`src/rtl/seq_alu.sv`:
```
// Sequential ALU: single-cycle arithmetic/logic/shift ops, iterative MUL/DIVU/REMU,
// registered result and flags with a valid/ready handshake on both sides.
module seq_alu #(
    parameter int WIDTH = 32,
    localparam int SH_W = $clog2(WIDTH)
) (
    input  logic             clock,
    input  logic             reset,
    input  logic             in_valid,
    output logic             in_ready,
    input  logic [3:0]       opcode,
    input  logic [WIDTH-1:0] op_0,
    input  logic [WIDTH-1:0] op_1,
    output logic             out_valid,
    input  logic             out_ready,
    output logic [WIDTH-1:0] out,
    output logic             zero,
    output logic             negative,
    output logic             carry,
    output logic             overflow,
    output logic             illegal
);

    typedef enum logic [1:0] {IDLE, BUSY, DONE} state_t;

    state_t state, state_next;

    logic             accept;
    logic             iter_op;
    logic             last;
    logic             load;
    logic [3:0]       opc_q;
    logic [SH_W-1:0]  cnt;
    logic [WIDTH-1:0] acc, x, y;
    logic [WIDTH-1:0] acc_n, x_n, y_n;
    logic [WIDTH-1:0] it_val;
    logic [WIDTH:0]   rem_sh, trial;
    logic [WIDTH:0]   sum, dif;
    logic [SH_W-1:0]  shamt;
    logic [WIDTH-1:0] sc_val;
    logic             sc_c, sc_v, sc_ill;
    logic [WIDTH-1:0] ld_val;
    logic             ld_c, ld_v, ld_ill;

    assign accept  = in_valid & in_ready;
    assign iter_op = (opcode == 4'd8) | (opcode == 4'd9) | (opcode == 4'd10);
    assign last    = &cnt;
    assign load    = (accept & ~iter_op) | ((state == BUSY) & last);

    always_ff @(posedge clock) begin
        if (reset) state <= IDLE;
        else       state <= state_next;
    end

    always_comb begin
        state_next = state;
        case (state)
            IDLE:    if (accept)    state_next = iter_op ? BUSY : DONE;
            BUSY:    if (last)      state_next = DONE;
            DONE:    if (out_ready) state_next = IDLE;
            default:                state_next = IDLE;
        endcase
    end

    always_comb begin
        in_ready  = (state == IDLE);
        out_valid = (state == DONE);
    end

    // Single-cycle ops evaluate straight from the accepted inputs so the result
    // lands in the output register on the accept edge.
    always_comb begin
        sum    = {1'b0, op_0} + {1'b0, op_1};
        dif    = {1'b0, op_0} - {1'b0, op_1};
        shamt  = op_1[SH_W-1:0];
        sc_val = '0;
        sc_c   = 1'b0;
        sc_v   = 1'b0;
        sc_ill = 1'b0;
        case (opcode)
            4'd0: begin
                sc_val = sum[WIDTH-1:0];
                sc_c   = sum[WIDTH];
                sc_v   = (op_0[WIDTH-1] == op_1[WIDTH-1]) && (sum[WIDTH-1] != op_0[WIDTH-1]);
            end
            4'd1: begin
                sc_val = dif[WIDTH-1:0];
                sc_c   = ~dif[WIDTH];
                sc_v   = (op_0[WIDTH-1] != op_1[WIDTH-1]) && (dif[WIDTH-1] != op_0[WIDTH-1]);
            end
            4'd2:    sc_val = op_0 & op_1;
            4'd3:    sc_val = op_0 | op_1;
            4'd4:    sc_val = op_0 ^ op_1;
            4'd5:    sc_val = op_0 << shamt;
            4'd6:    sc_val = op_0 >> shamt;
            4'd7:    sc_val = $signed(op_0) >>> shamt;
            default: sc_ill = 1'b1;
        endcase
    end

    // One radix-2 step: shift-add for MUL, restoring subtract for DIVU/REMU.
    // With a zero divisor every trial succeeds, giving all-ones quotient and rem = op_0.
    always_comb begin
        rem_sh = {acc, x[WIDTH-1]};
        trial  = rem_sh - {1'b0, y};
        acc_n  = acc;
        x_n    = x;
        y_n    = y;
        it_val = '0;
        if (opc_q == 4'd8) begin
            acc_n  = acc + (y[0] ? x : '0);
            x_n    = x << 1;
            y_n    = y >> 1;
            it_val = acc_n;
        end else begin
            if (!trial[WIDTH]) begin
                acc_n = trial[WIDTH-1:0];
                x_n   = {x[WIDTH-2:0], 1'b1};
            end else begin
                acc_n = rem_sh[WIDTH-1:0];
                x_n   = {x[WIDTH-2:0], 1'b0};
            end
            it_val = (opc_q == 4'd9) ? x_n : acc_n;
        end
    end

    always_comb begin
        if (state == BUSY) begin
            ld_val = it_val;
            ld_c   = 1'b0;
            ld_v   = 1'b0;
            ld_ill = 1'b0;
        end else begin
            ld_val = sc_val;
            ld_c   = sc_c;
            ld_v   = sc_v;
            ld_ill = sc_ill;
        end
    end

    always_ff @(posedge clock) begin
        if (reset) begin
            opc_q    <= '0;
            cnt      <= '0;
            acc      <= '0;
            x        <= '0;
            y        <= '0;
            out      <= '0;
            zero     <= 1'b0;
            negative <= 1'b0;
            carry    <= 1'b0;
            overflow <= 1'b0;
            illegal  <= 1'b0;
        end else begin
            if (accept) begin
                opc_q <= opcode;
                cnt   <= '0;
                acc   <= '0;
                x     <= op_0;
                y     <= op_1;
            end
            if (state == BUSY) begin
                acc <= acc_n;
                x   <= x_n;
                y   <= y_n;
                cnt <= cnt + SH_W'(1);
            end
            if (load) begin
                out      <= ld_val;
                zero     <= (ld_val == '0);
                negative <= ld_val[WIDTH-1];
                carry    <= ld_c;
                overflow <= ld_v;
                illegal  <= ld_ill;
            end
        end
    end

endmodule

```
`config.mk`:
```
export PLATFORM = sky130hd
export DESIGN_NAME = seq_alu
export DESIGN_NICKNAME = d
export VERILOG_FILES = /design/src/rtl/seq_alu.sv
export SDC_FILE = /design/constraint.sdc
export NUM_CORES = 1
export LEC_CHECK = 0
export CELL_PAD_IN_SITES_DETAIL_PLACEMENT = 1
export CELL_PAD_IN_SITES_GLOBAL_PLACEMENT = 1
export CORE_UTILIZATION = 44
export DETAILED_ROUTE_END_ITERATION = 6
export DONT_BUFFER_PORTS = 1
export HOLD_SLACK_MARGIN = 0.06
export PLACE_DENSITY = 0.81
export SLEW_MARGIN = 20
export SYNTH_ARGS = -nofsm -noshare
export SYNTH_HDL_FRONTEND = slang
export SYNTH_SLANG_ARGS = --single-unit
```
`constraint.sdc`:
```
create_clock -name clock -period 4.1 [get_ports clock]
set_input_delay 0.205 -clock clock [delete_from_list [all_inputs] [get_ports clock]]
set_output_delay 0.205 -clock clock [all_outputs]
set_load 0.02 [all_outputs]
```
==> impl_metrics.ini, run 1 <==
[route]
wire_per_inst_um = 32.76
drtAntennaViolNets = 0
num_vias = 25660
firstDrtPassIters = 7
drc = 3
drt_iter0_markers = 3276
finalWirelength_um = 117700
viasPerCell = 7.141

[clock_network]
cts_sinks = 143
clock-root-buffer = clkbuf_16
cts_buffer_depth = 2
path_clk_slew_ns = 0.06
numCtsBuffers = 17
cts_tree = done
cts-htree-levels = 4
clock_latency_ns = 0.45

[synth]
yosysMostFrequentCell = nand2_1
yosys-top-cells-count = nand2_1 (387), nor2_1 (326), a21oi_1 (246)
synth_area_leaders = dfxtp_1 (14%), ha_1 (11%), nand2_1 (7.2%)
ys_dominant_reg_cell = dfxtp_1
syn_nets = 3086
synth_top_cell_area_share_pct = 14.28
avgSynthCellArea_sq_um = 7.064
synth_edf_count = 0
ys_warn_count = 0
synthCells = 2838
synth-seq-area-share_pct = 14.28
synthArstFlopShare_pct = 0
synth_seq_cells = 143
yosysTopAreaCell = dfxtp_1
synth_area_sq_um = 20050
ys_types = 102

[floorplanning]
row_count = 77
ioPinCount = 111
dieArea_sq_um = 46420
coreArea_sq_um = 44610
initial_core_util_pct = 44.94
die_w_um = 215.5
die-height_um = 215.5

[timing]
final-hold-violation-count = 0
worstMarginPinSlew_ns = 1.186
skew_ns = 0.009764
setup_violations = 12
fin_crit_sh_pct = 111.3
fin_ws_ns = -0.4617
maxSlewHeadroom_pct = 20.25
fmax_mhz = 219.2
min_period_ns = 4.562
rsz0062_at_grt = true
slew_viol_final = 0

[worst_setup_path]
criticalPathCategory = reg -> reg
required_ns = 4.46
critPathLaunchType = flop
cpMostUsedCell = buf_4
critPathBufInv = 6
crit_fanout = 7
end_kind = flop
cp_slowest_cell = o21ai_1
cp_slowest_stage_delay_ns = 0.60
cp_top_family = compound AO/OA/AOI/OAI gates
path_cells = inv_1, ha_1, nand2_1, o21ai_1, a41oi_2, o31ai_4, a41oi_2, buf_6, buf_4, buf_4, xor2_1, buf_4, nand2_1, nand2_2, o211ai_1, nor4bb_4, buf_4, nand4b_1, o31ai_1
critical_path_arrival_ns = 4.92

[global_route]
grt_use_total_pct = 47.83
grt_overflow = 0
grt_max_degree = 141
grt_pass1_vias = 25490
antenna_found_initial = 11
grt_pass1_wl_um = 167200

[placement]
place_hpwl_um = 86180
portBuffers = 0
gp_congestion = 1.071
place_ws_ns = -0.3885
post-place-cells = 3479
dpl_cell_area_sq_um = 21900

[finish]
final_util_pct = 53.07
multi_input_area_sq_um = 16150
fin_area_sq_um = 23670
nFillCells = 5639
seq_area_sq_um = 2872
final_cells = 3593
final_layout_size_suffix_gt1_share_pct = 15.87
fin_nets = 3234
synthToLayoutAreaGrowth_pct = 18.08

[power_and_ir_drop]
p_leak_nw = 9.925
power_density_nw_per_um2 = 256.4
peakVddDrop_mv = 0.3184

[run]
cap_violations = 0

[hold_path]
hold_path.class = in -> reg

[outcome]
failed_checks = DRC, setup timing
status = finished, violations left
[report_power, final]
group	leakage (nW)	switching (mW)	total (mW)	internal (mW)
clock	0.306	0.688	1.74	1.05
sequential	1.17	0.131	1.61	1.48
combinational	8.45	1.70	2.72	1.01
total	9.92	2.52	6.07	3.55
[sequential cells by signal, indices dropped and copies added (netlist names), 2 cells and up]
register	flops
acc	32
cnt	5
opc_q	4
out	32
state	2
x	32
y	32
[path summary, 6_finish.rpt]
kind	start	end	slack, ns	cells past startpoint
max	y[15]$_SDFFE_PP0P_	zero$_SDFFE_PP0P_	-0.46	19
min reg2reg	cnt[3]$_SDFFE_PP0P_	cnt[3]$_SDFFE_PP0P_	0.46	1
max reg2reg	y[15]$_SDFFE_PP0P_	zero$_SDFFE_PP0P_	-0.46	19
min	op_1[5]	y[5]$_SDFFE_PP0P_	0.09	2
[metal layers]
metal	part of all wire (%)	global-route usage [%]	up-vias
met4	7.7	31.28	14
met5	0.078	0.1042	-
li1	-	-	10790
met2	44	76.66	1824
met3	9.9	9.782	557
met1	38	58.07	12470
[final cells by class]
cell class / instances / area share [%]
multi-input cells: 2351 / 68.21
flip-flops and latches: 143 / 12.13
repair buffers: 334 / 11.61
well taps: 592 / 3.129
inverters: 139 / 2.204
clock buffers: 19 / 1.913
clock inverters: 13 / 0.7770
diodes: 2 / 0.02114
[logic make-up after synthesis]
logic type | synth area share (%)
and+or+nand+nor | 23.17
xor gates and xnor gates | 3.620
buffers and inverters | 7.115
AOI/OAI and AO/OA | 31.44
adders and majority gates | 11.13
muxes | 9.243
DFF | 14.28
[cells in the final DEF (no fill, tap or decap), types with 11 or more instances in the layout]
cell type / n
a211o_1: 13
a211oi_1: 52
a21o_1: 37
a21oi_1: 240
a221oi_1: 22
a22oi_1: 25
a311oi_1: 74
a31oi_1: 37
and2_1: 48
and3_1: 22
buf_4: 263
clkbuf_16: 17
dfxtp_1: 138
dlygate4sd3_1: 64
ha_1: 157
ha_2: 11
inv_1: 135
mux2_2: 31
mux2i_1: 71
mux4_2: 25
nand2_1: 384
nand2b_1: 22
nand3_1: 46
nand4_1: 21
nor2_1: 322
nor2b_1: 16
nor3_1: 49
nor4_1: 17
o2111ai_1: 19
o211ai_1: 31
o21a_1: 16
o21ai_0: 134
o21ai_1: 15
o21bai_1: 12
o221ai_1: 11
o22ai_1: 29
o31ai_1: 20
or2_2: 11
xnor2_1: 50
xor2_1: 31
[what timing repair did]
action / in CTS / in global routing
setup buffers: 4 / 11
hold buffers: 65 / 0
gates resized for setup: 14 / 69
endpoints found under the hold margin: 140 / 0
endpoints found under the setup margin: 2 / 7
pin swaps: 6 / 22
[metrics by stage]
step                      power, mW  hold WS, ns  setup TNS [ns]
after floorplan               3.121       0.3410               0
after global placement        3.938       0.2874         -0.3229
after detailed placement      4.006       0.2887         -0.4652
after CTS                     5.828      0.07029               0
after global routing          6.227       0.1084          -1.212
final                         6.070      0.08833          -1.763
(Power assumes the default switching activity.)
==> run 2: changes to the inputs <==
GPL_TIMING_DRIVEN = 0   (was default)
PLACE_DENSITY = 0.85   (was 0.81)
==> impl_metrics.ini, run 2 (synthesized netlist as in run 1, its figures left out) <==
[outcome]
status = finished, violations left
failed_checks = setup timing

[worst_setup_path]
cp_slowest_cell = buf_1
cp_top_family = buffers and inverters
critPathBufInv = 5
cpMostUsedCell = buf_2
cp_slowest_stage_delay_ns = 0.67
end_kind = flop
crit_fanout = 10
critPathLaunchType = primary input
criticalPathCategory = in -> reg
path_cells = clkbuf_4, buf_2, buf_2, buf_2, buf_1, a211oi_1, nor2_1, nor2_1, a221oi_1, nand3_1, a21oi_1, o2111ai_1, nor4_2, nand4_1, o31ai_2
required_ns = 4.47
critical_path_arrival_ns = 5.07

[power_and_ir_drop]
p_leak_nw = 9.414
power_density_nw_per_um2 = 264.7
peakVddDrop_mv = 0.2276

[finish]
final_layout_size_suffix_gt1_share_pct = 12.55
final_cells = 3558
final_cell_mix = nand2_1 (384), nor2_1 (321), a21oi_1 (237)
synthToLayoutAreaGrowth_pct = 16.81
fin_nets = 3198
final_util_pct = 52.50
fin_area_sq_um = 23420
final_common_cell = nand2_1

[floorplanning]
ioPinCount = 111
row_count = 77
coreArea_sq_um = 44610
die_w_um = 215.5
dieArea_sq_um = 46420
die-height_um = 215.5
initial_core_util_pct = 44.94

[clock_network]
path_clk_slew_ns = 0.07
numCtsBuffers = 17
clock_latency_ns = 0.46
cts_tree = done
cts_buffer_depth = 2
clock-root-buffer = clkbuf_16
cts_sinks = 143
cts-htree-levels = 4

[timing]
final.setup.tns_ns = -0.9539
setup_violations = 4
whs_ns = 0.1145
fmax_mhz = 212.7
min_period_ns = 4.702
rsz0062_at_grt = true
worstMarginPinSlew_ns = 1.271
maxSlewHeadroom_pct = 15.02
slew_viol_final = 0
final-hold-violation-count = 0
fin_crit_sh_pct = 114.7
skew_ns = 0.01166
fin_ws_ns = -0.6023

[route]
num_vias = 26780
drtAntennaViolNets = 0
finalWirelength_um = 131700
firstDrtPassIters = 6
wire_per_inst_um = 37.03
drc = 0
drt_iter0_markers = 3480
viasPerCell = 7.526

[global_route]
grt_max_degree = 20
grt_use_total_pct = 54.47
grt_pass1_wl_um = 186000
grt_overflow = 0
grt_pass1_vias = 27250
antenna_found_initial = 7

[placement]
post-place-cells = 3435
portBuffers = 0
dpl_cell_area_sq_um = 20880
place_hpwl_um = 97400
gp_congestion = 1.103

[run]
cap_violations = 0

[hold_path]
hold_path.class = in -> reg
-- run 2: worst register-to-register path, cell delays in order, from the launching register on --
cell and delay [ns]:
dfxtp_1 0.37, inv_1 0.11, ha_1 0.42, a21oi_2 0.24
o21ai_1 0.16, a2111oi_2 0.41, o21ai_1 0.18, a41oi_4 0.32
xnor2_4 0.18, buf_4 0.16, buf_6 0.20, mux2i_1 0.43
o2111a_2 0.40, nand2_1 0.10, nor3_1 0.25, nand4_1 0.27
o31ai_2 0.34
-- run 2: routing by layer --
layer | wire [um] | track usage (%) | share of wire [%]
met2 | 56360 | 84.20 | 43
met1 | 43490 | 56.76 | 33
met4 | 16380 | 57.26 | 12
met3 | 15310 | 17.35 | 12
met5 | 207 | 1.042 | 0.16
-- run 2: what timing repair did --
action	4_1_cts	5_1_grt
hold buffers	53	0
cloned	2	0
setup endpoints to repair	65	13
pin swaps	39	19
buffers inserted	32	8
hold endpoints to repair	53	0
resized for setup	171	48
-- run 2: worst paths after layout --
path                          from                    end  slack [ns]  cells past startpoint
min reg2reg  opc_q[3]$_SDFFE_PP0P_  opc_q[3]$_SDFFE_PP0P_        0.50                      2
max                        op_1[3]      zero$_SDFFE_PP0P_       -0.60                     15
max reg2reg     y[17]$_SDFFE_PP0P_      zero$_SDFFE_PP0P_       -0.53                     16
min                        op_0[0]      x[0]$_SDFFE_PP0P_        0.11                      4
-- run 2: layout make-up --
cell class | instances | area [sq um]
plain buffers | 199 | 1015
diodes | 3 | 7.507
clock buffers | 18 | 439.2
clock inverters | 14 | 182.7
inverters | 139 | 529.3
flip-flops and latches | 143 | 2875
repair buffers | 99 | 938.4
multi-input cells | 2351 | 16690
fillers | 5655 | 21190
well taps | 592 | 740.7
-- run 2: metrics by stage --
stage / setup WS [ns] / power [mW]
floorplan: 0.08455 / 3.121
global placement: -2.388 / 3.932
detailed placement: -2.238 / 3.995
CTS: -0.1055 / 5.874
global route: -0.4452 / 6.281
finish: -0.6023 / 6.198
-- run 2: power breakdown --
group / leakage [nW] / internal, mW / switching, mW / total [mW]
clock network: 0.307 / 0.947 / 0.769 / 1.72
registers: 1.17 / 1.48 / 0.147 / 1.63
logic: 7.93 / 0.905 / 1.95 / 2.85
total: 9.41 / 3.33 / 2.86 / 6.20
